--- config.mk ---
export PLATFORM = sky130hd
export DESIGN_NAME = pixel_processing
export DESIGN_NICKNAME = d
export VERILOG_FILES = /design/src/rtl/pixel_processing_pkg.sv /design/src/rtl/pixel_processing.sv
export SDC_FILE = /design/constraint.sdc
export NUM_CORES = 1
export LEC_CHECK = 0
export ABC_CLOCK_PERIOD_IN_PS = 1840
export CAP_MARGIN = 20
export CORE_UTILIZATION = 45
export CTS_BUF_LIST = sky130_fd_sc_hd__clkbuf_8
export CTS_CLUSTER_DIAMETER = 200
export DETAILED_ROUTE_END_ITERATION = 10
export GPL_ROUTABILITY_DRIVEN = 0
export GPL_TIMING_DRIVEN = 1
export PLACE_DENSITY = 0.78
export SETUP_SLACK_MARGIN = 0.2
export SLEW_MARGIN = 20
export SYNTH_ARGS = -nofsm -noshare
export SYNTH_HDL_FRONTEND = slang
export SYNTH_SLANG_ARGS = --single-unit
--- constraint.sdc ---
create_clock -name clk -period 1.84 [get_ports clk]
set_clock_uncertainty 0.1 [all_clocks]
set_input_delay 0.368 -clock clk [delete_from_list [all_inputs] [get_ports clk]]
set_output_delay 0.368 -clock clk [all_outputs]
set_load 0.1 [all_outputs]
--- src/rtl/pixel_processing_pkg.sv ---
// Shared definitions for the LSB steganography engine: mode encoding and FSM states.
package pixel_processing_pkg;

  localparam logic MODE_EMB = 1'b0;
  localparam logic MODE_EXT = 1'b1;

  typedef enum logic [1:0] {
    IDLE    = 2'd0,
    EMBED   = 2'd1,
    EXTRACT = 2'd2,
    WRITE   = 2'd3
  } state_t;

endpackage

--- src/rtl/pixel_processing.sv ---
// LSB-substitution steganography engine: embeds one message bit per pixel, or
// gathers pixel LSBs MSB-first back into message bytes.
module pixel_processing
  import pixel_processing_pkg::*;
(
  input  logic       clk,
  input  logic       rst_n,
  input  logic       mode,
  input  logic [7:0] ff_pixel_data,
  input  logic       ff_pixel_empty,
  output logic       ff_pixel_rd,
  input  logic [7:0] ff_mess_data,
  input  logic       ff_mess_empty,
  output logic       ff_mess_rd,
  input  logic       ff_full,
  output logic [7:0] ff_data,
  output logic       ff_wr
);

  state_t     state;
  logic [7:0] msg_reg;
  logic [2:0] bit_cnt;
  logic [7:0] shift_reg;

  // Strobes are zero-latency so a pop and its push land in the same cycle;
  // they are forced low while reset is held because reset only takes effect at the edge.
  always_comb begin
    ff_pixel_rd = 1'b0;
    ff_mess_rd  = 1'b0;
    ff_wr       = 1'b0;
    ff_data     = 8'd0;
    if (rst_n) begin
      case (state)
        IDLE: begin
          if (mode == MODE_EMB && !ff_mess_empty) ff_mess_rd = 1'b1;
        end
        EMBED: begin
          if (!ff_pixel_empty && !ff_full) begin
            ff_pixel_rd = 1'b1;
            ff_wr       = 1'b1;
            ff_data     = {ff_pixel_data[7:1], msg_reg[bit_cnt]};
          end
        end
        EXTRACT: begin
          if (!ff_pixel_empty) ff_pixel_rd = 1'b1;
        end
        WRITE: begin
          if (!ff_full) begin
            ff_wr   = 1'b1;
            ff_data = shift_reg;
          end
        end
        default: ;
      endcase
    end
  end

  always_ff @(posedge clk) begin
    if (!rst_n) begin
      state     <= IDLE;
      msg_reg   <= 8'd0;
      bit_cnt   <= 3'd7;
      shift_reg <= 8'd0;
    end else begin
      case (state)
        IDLE: begin
          if (mode == MODE_EXT) begin
            bit_cnt <= 3'd7;
            state   <= EXTRACT;
          end else if (!ff_mess_empty) begin
            msg_reg <= ff_mess_data;
            bit_cnt <= 3'd7;
            state   <= EMBED;
          end
        end
        EMBED: begin
          if (!ff_pixel_empty && !ff_full) begin
            if (bit_cnt == 3'd0) state <= IDLE;
            else                 bit_cnt <= bit_cnt - 3'd1;
          end
        end
        EXTRACT: begin
          if (!ff_pixel_empty) begin
            shift_reg <= {shift_reg[6:0], ff_pixel_data[0]};
            if (bit_cnt == 3'd0) state <= WRITE;
            else                 bit_cnt <= bit_cnt - 3'd1;
          end
        end
        WRITE: begin
          if (!ff_full) state <= IDLE;
        end
        default: state <= IDLE;
      endcase
    end
  end

endmodule

==> flow_summary.yaml, run 1 <==
sta:
  worst_pin_slew_ps: 418.9
  hold_viol_final: 0
  final.setup.worst_slack_ps: -432.3
  slew_headroom: 0.7204
  max_freq_mhz: 440.1
  period_share: 1.235
  drv_slew: 0
  period_needed_ps: 2272
  rsz0062_at_grt: "yes"
  setup_viol: 12
floorplan:
  start_util: 0.4907
  num_rows: 18
  io_pins: 33
  core-area_um2: 2545
  die_area_um2: 2989
  die_w_um: 54.68
  dieHeight_um: 54.68
run:
  maxCapViolations: 0
power:
  combPwrFrac: 0.622
  p_int_uw: 1391
  swShare: 0.4080
  p_switching_uw: 958.7
  ir_drop_uv: 1033
  pwr-share-clk: 0.133
  cellLeakagePower_uw: 0.0008260
  sequentialPowerShare: 0.246
  power_density_nw_per_um2: 1053
critical_path:
  endpoint_kind: "output port"
  startpoint_type: "flip-flop"
  worst-path-max-fanout: 6
  reg2reg_from: "state[1]"
  setup.worst_path.class: "reg -> out"
  required_ps: 1370
  ff2ff_setup_slack_ps: -110
  r2r_cells: 8
  critPathLaunch: "bit_cnt[2]"
  crit_arrival_ps: 1800
synth:
  syn_area_um2: 1249
  synth_warnings: 0
  yosysSeqAreaShare: 0.3367
  synth_flop_cell: "dfxtp_1"
  synth_top_cells_by_count: "nand2_1, dfxtp_1, nor2b_1, mux2i_1, nor2_1"
  netlist_instances: 141
  ys_ff_latch: 21
  synth_top_family_by_area: "compound AO/OA/AOI/OAI gates"
  synth_top_area_share: 0.3367
  avgSynthCellArea_um2: 8.856
  synth-xor-area-share: 0
  yosys.area_share.adder: 0.07014
  synth_simple_gate_area_frac: 0.2014
  yosysUniqueCellTypes: 36
  synth.net_count: 170
  synth.most_common_cell: "nand2_1"
  yosysTopAreaCell: "dfxtp_1"
  synth_compound_area_frac: 0.2265
  synthTopCellsByArea: "dfxtp_1, mux2i_1, ha_1"
  synth-async-reset-ratio: 0
  synthMuxAreaShare: 0.1192
  synth_edf_count: 0
grt:
  overflow: 0
  grt_use_total: 0.2826
  grt_pass1_wl_um: 5754
  grt_pass1_vias: 1238
  grt_max_degree: 13
  antenna_found_initial: 0
detailed_routing:
  dr.pass1.iters: 4
  route.detailed.drc: 0
  drt-wirelength-per-cell_um: 20.71
  viasPerCell: 5.852
  ant_nets: 0
  num_vias: 1346
  drt-total-wl_um: 4764
  drtIter0Drc: 31
final_layout:
  finish.utilization: 0.8766
  layout.nets: 230
  fin_cells: 230
  drive_gt1_frac: 0.4750
  synthToLayoutAreaGrowth_pct: 78.66
  antenna_cells: 0
  fin_area_um2: 2231
clock_network:
  clockBufferDepth: 2
  clkLatencyLatePin_ps: 260
  cts-root-buf: "clkbuf_8"
  cts_tree: "built"
  cts_hold_buf: 0
  cts_sinks: 21
  clk_pin_slew_ps: 80
  numCtsBuffers: 3
  htreeDepth: 1
run_status:
  violations: "setup timing"
  status: "complete, but fails checks"
placement:
  port_buffers: 32
  place_area_um2: 1953
  placedCellCount: 215
  place_hpwl_um: 2492
hold_path:
  hold_start: "shift_reg[3]"
  min_path_type: "reg -> reg"
  min_delay_path_depth: 2
## power by group through the flow
stage / registers, uW / logic, uW / clock network (uW)
detailed placement: 580 / 1060 / 0
global route: 585 / 1530 / 324
CTS: 575 / 1220 / 306
floorplan: 572 / 711 / 0
finish: 577 / 1460 / 312
global placement: 576 / 1020 / 0
## cells by family after synthesis
logic type	after synthesis
adder cells (fa/ha/maj)	7
multiplexers	13
buffers and inverters	13
AO/OA/AOI/OAI	36
AND/OR/NAND/NOR	51
flip-flops	21
## worst paths after layout
path / endpoint
worst max-delay path: ff_data[0]
worst min register to register: shift_reg[4]
worst min-delay path: shift_reg[4]
worst max register to register: bit_cnt[1]
## cells in the final DEF (no fill, tap or decap), types with 6 or more instances in the layout
cell type / count
a21boi_1: 8
a22oi_2: 7
buf_12: 12
buf_4: 22
buf_6: 6
clkdlybuf4s50_1: 19
dfxtp_1: 18
mux2i_1: 10
nand2_1: 22
nor2_4: 7
nor2b_1: 9
## metrics by stage
stage	worst slack [ps]	setup TNS [ps]	total power (uW)	hold slack (ps)
5_1_grt	-467.0	-3819	2444	415.7
2_1_floorplan	-297.0	-1822	1283	335.5
3_3_place_gp	-302.6	-3354	1601	352.1
4_1_cts	-287.7	-2518	2106	393.2
3_5_place_dp	-382.4	-3896	1635	370.9
6_report	-432.3	-3448	2349	415.4
## area by class of cell
cell class / instances / area (um2)
clock buffer: 3 / 41.29
clock inverter: 1 / 5.005
fill: 117 / 314.1
inverter: 6 / 25.02
multi-input combinational: 107 / 997.2
sequential: 21 / 429.2
tap: 30 / 37.54
timing repair buffer: 62 / 695.7
## worst max-delay path: stages, from the launching register on
cell,delay [ps]
dfxtp_1,580
nor2_1,130
a2bb2oi_2,220
o311ai_2,190
a21oi_4,220
buf_12,190
## timing repair
item / in CTS / in global routing
endpoints found under the setup margin: 15 / 24
cloned: 1 / 0
hold endpoints to repair: 0 / 0
setup buffers: 5 / 5
resized for setup: 26 / 13
pin swaps: 11 / 17
## metal layers
metal  track usage  share of wire
met1        0.2997           0.36
met3       0.05278          0.059
met4        0.1111          0.063
met5             0              0
met2        0.5361           0.51
Power figures use the tool's default switching activity.
==> inputs of run 2 (changes only) <==
Settings changed: CAP_MARGIN 20 to not set, HOLD_SLACK_MARGIN set to 0.1.
==> results of run 2 <==
Final layout, timing and power as in run 1 (identical DEF).
==> inputs of run 3 (changes only) <==
Settings changed: CORE_MARGIN set to 3.
==> run 3 against run 2 <==
Compared with the run above:
- the flow still finishes with violations (setup timing)
- critical endpoint unchanged
- clock-buffer cell count did not move
- fmax rose by 6.4%
- critical path depth did not move
- non-clock buffer count fell by 6
- via count fell by 6.9%
==> flow_summary.yaml, run 3 (same netlist as run 1, synthesis figures left out) <==
run_status:
  status: "complete, but fails checks"
  violations: "setup timing"
critical_path:
  reg2reg_from: "bit_cnt[0]"
  cpMaxStageDelayCell: "mux4_2"
  startpoint_type: "flip-flop"
  worst-path-max-fanout: 2
  crit_chain: "mux4_2 -> a2bb2oi_2 -> o311ai_4 -> a21oi_4 -> buf_12"
  critPathMaxStageDelay_ps: 520
  critPathLaunch: "bit_cnt[0]"
  required_ps: 1370
  critical-path-top-delay-family: "multiplexers"
  crit_buf_inv: 1
  setup.worst_path.class: "reg -> out"
  crit_arrival_ps: 1670
  endpoint_kind: "output port"
grt:
  grt_use_total: 0.2395
  overflow: 0
  antenna_found_initial: 0
  grt_pass1_wl_um: 6196
  grt_max_degree: 15
  grt_pass1_vias: 1326
detailed_routing:
  ant_nets: 0
  drtIter0Drc: 55
  drt-wirelength-per-cell_um: 17.65
  num_vias: 1253
  route.detailed.drc: 0
  drt-total-wl_um: 3954
  viasPerCell: 5.594
  dr.pass1.iters: 4
floorplan:
  die_w_um: 58.68
  num_rows: 18
  core-area_um2: 2567
  io_pins: 33
  die_area_um2: 3443
  start_util: 0.4864
  dieHeight_um: 58.68
clock_network:
  numCtsBuffers: 3
  clkLatencyLatePin_ps: 270
  htreeDepth: 1
  cts-root-buf: "clkbuf_8"
  clockBufferDepth: 2
  clk_pin_slew_ps: 80
  cts_hold_buf: 0
  cts_tree: "built"
  cts_sinks: 21
final_layout:
  synthToLayoutAreaGrowth_pct: 76.55
  mostFrequentLayoutCells: "nand2_1, clkdlybuf4s50_1, dfxtp_1"
  mostFrequentLayoutCell: "nand2_1"
  multi_input_area_um2: 993.5
  layout.nets: 224
  antenna_cells: 0
  fill_cells: 120
  finish.utilization: 0.8587
  seqCellArea_um2: 430.4
  drive_gt1_frac: 0.4639
sta:
  hold_viol_final: 0
  max_freq_mhz: 468.5
  period_share: 1.160
  setup_viol: 12
  rsz0062_at_grt: "yes"
  slew_headroom: 0.7765
  period_needed_ps: 2135
  final.setup.worst_slack_ps: -294.7
  worst_pin_slew_ps: 335.2
  drv_slew: 0
hold_path:
  min_path_type: "reg -> reg"
  hold_start: "shift_reg[0]"
run:
  maxCapViolations: 0
placement:
  place_hpwl_um: 2533
  port_buffers: 32
  place_ws_ps: -356.1
power:
  power_density_nw_per_um2: 1010
  ir_drop_uv: 1105
  cellLeakagePower_uw: 0.0008001
-- run 3: cell count changes in the layout (fill, tap and decap cells not counted), moves of 2 or more --
cell	previous run	this run
mux2i_1	10	4
mux2i_2	0	6
o21ai_2	4	1
buf_4	22	12
o311ai_2	2	0
buf_6	6	10
o21ai_1	1	4
-- run 3: routing by layer --
layer,routed length (um),track usage
met5,0,0
met4,116,0.1133
met3,155,0.04605
met2,2078,0.4195
met1,1603,0.2794
-- run 3: path summary, 6_finish.rpt --
path             endpoint  slack (ps)  depth (start not counted)
min reg2reg  shift_reg[1]         390                          2
max            ff_data[0]        -290                          5
max reg2reg      state[1]           0                          6
min          shift_reg[1]         390                          2
-- run 3: final cells by class --
type,instances,area share
clock buffer,3,0.01873
clock inverter,1,0.002838
inverter,6,0.01135
multi-input combinational,107,0.4506
sequential,21,0.1952
tap,30,0.01703
timing repair buffer,56,0.3042
-- run 3: report_power, final --
part	switching [uW]	internal, uW
combinational	660	662
clock	166	154
sequential	59.8	523
-- run 3: worst min-delay path, stage by stage (launching register included) --
cell and delay (ps):
dfxtp_1 330, nand2_1 60, a21boi_1 60
-- run 3: through the flow --
| stage | hold slack, ps | cell area [um2] | std cells | total power, uW | TNS (ps) |
|---|---|---|---|---|---|
| floorplan | 335.5 | 1373 | 141 | 1283 | -1822 |
| global placement | 348.1 | 1946 | 214 | 1595 | -3467 |
| detailed placement | 358.4 | 1946 | 214 | 1633 | -3874 |
| CTS | 383.3 | 2136 | 222 | 2074 | -2425 |
| global route | 409.0 | 2205 | 224 | 2364 | -3350 |
| finish | 386.6 | 2205 | 224 | 2226 | -2379 |
-- run 3: what timing repair did --
| item | in CTS | in global routing |
|---|---|---|
| pin swaps | 15 | 8 |
| setup endpoints to repair | 15 | 24 |
| gates cloned | 1 | 0 |
| buffers inserted | 3 | 2 |
| gates resized for setup | 31 | 13 |
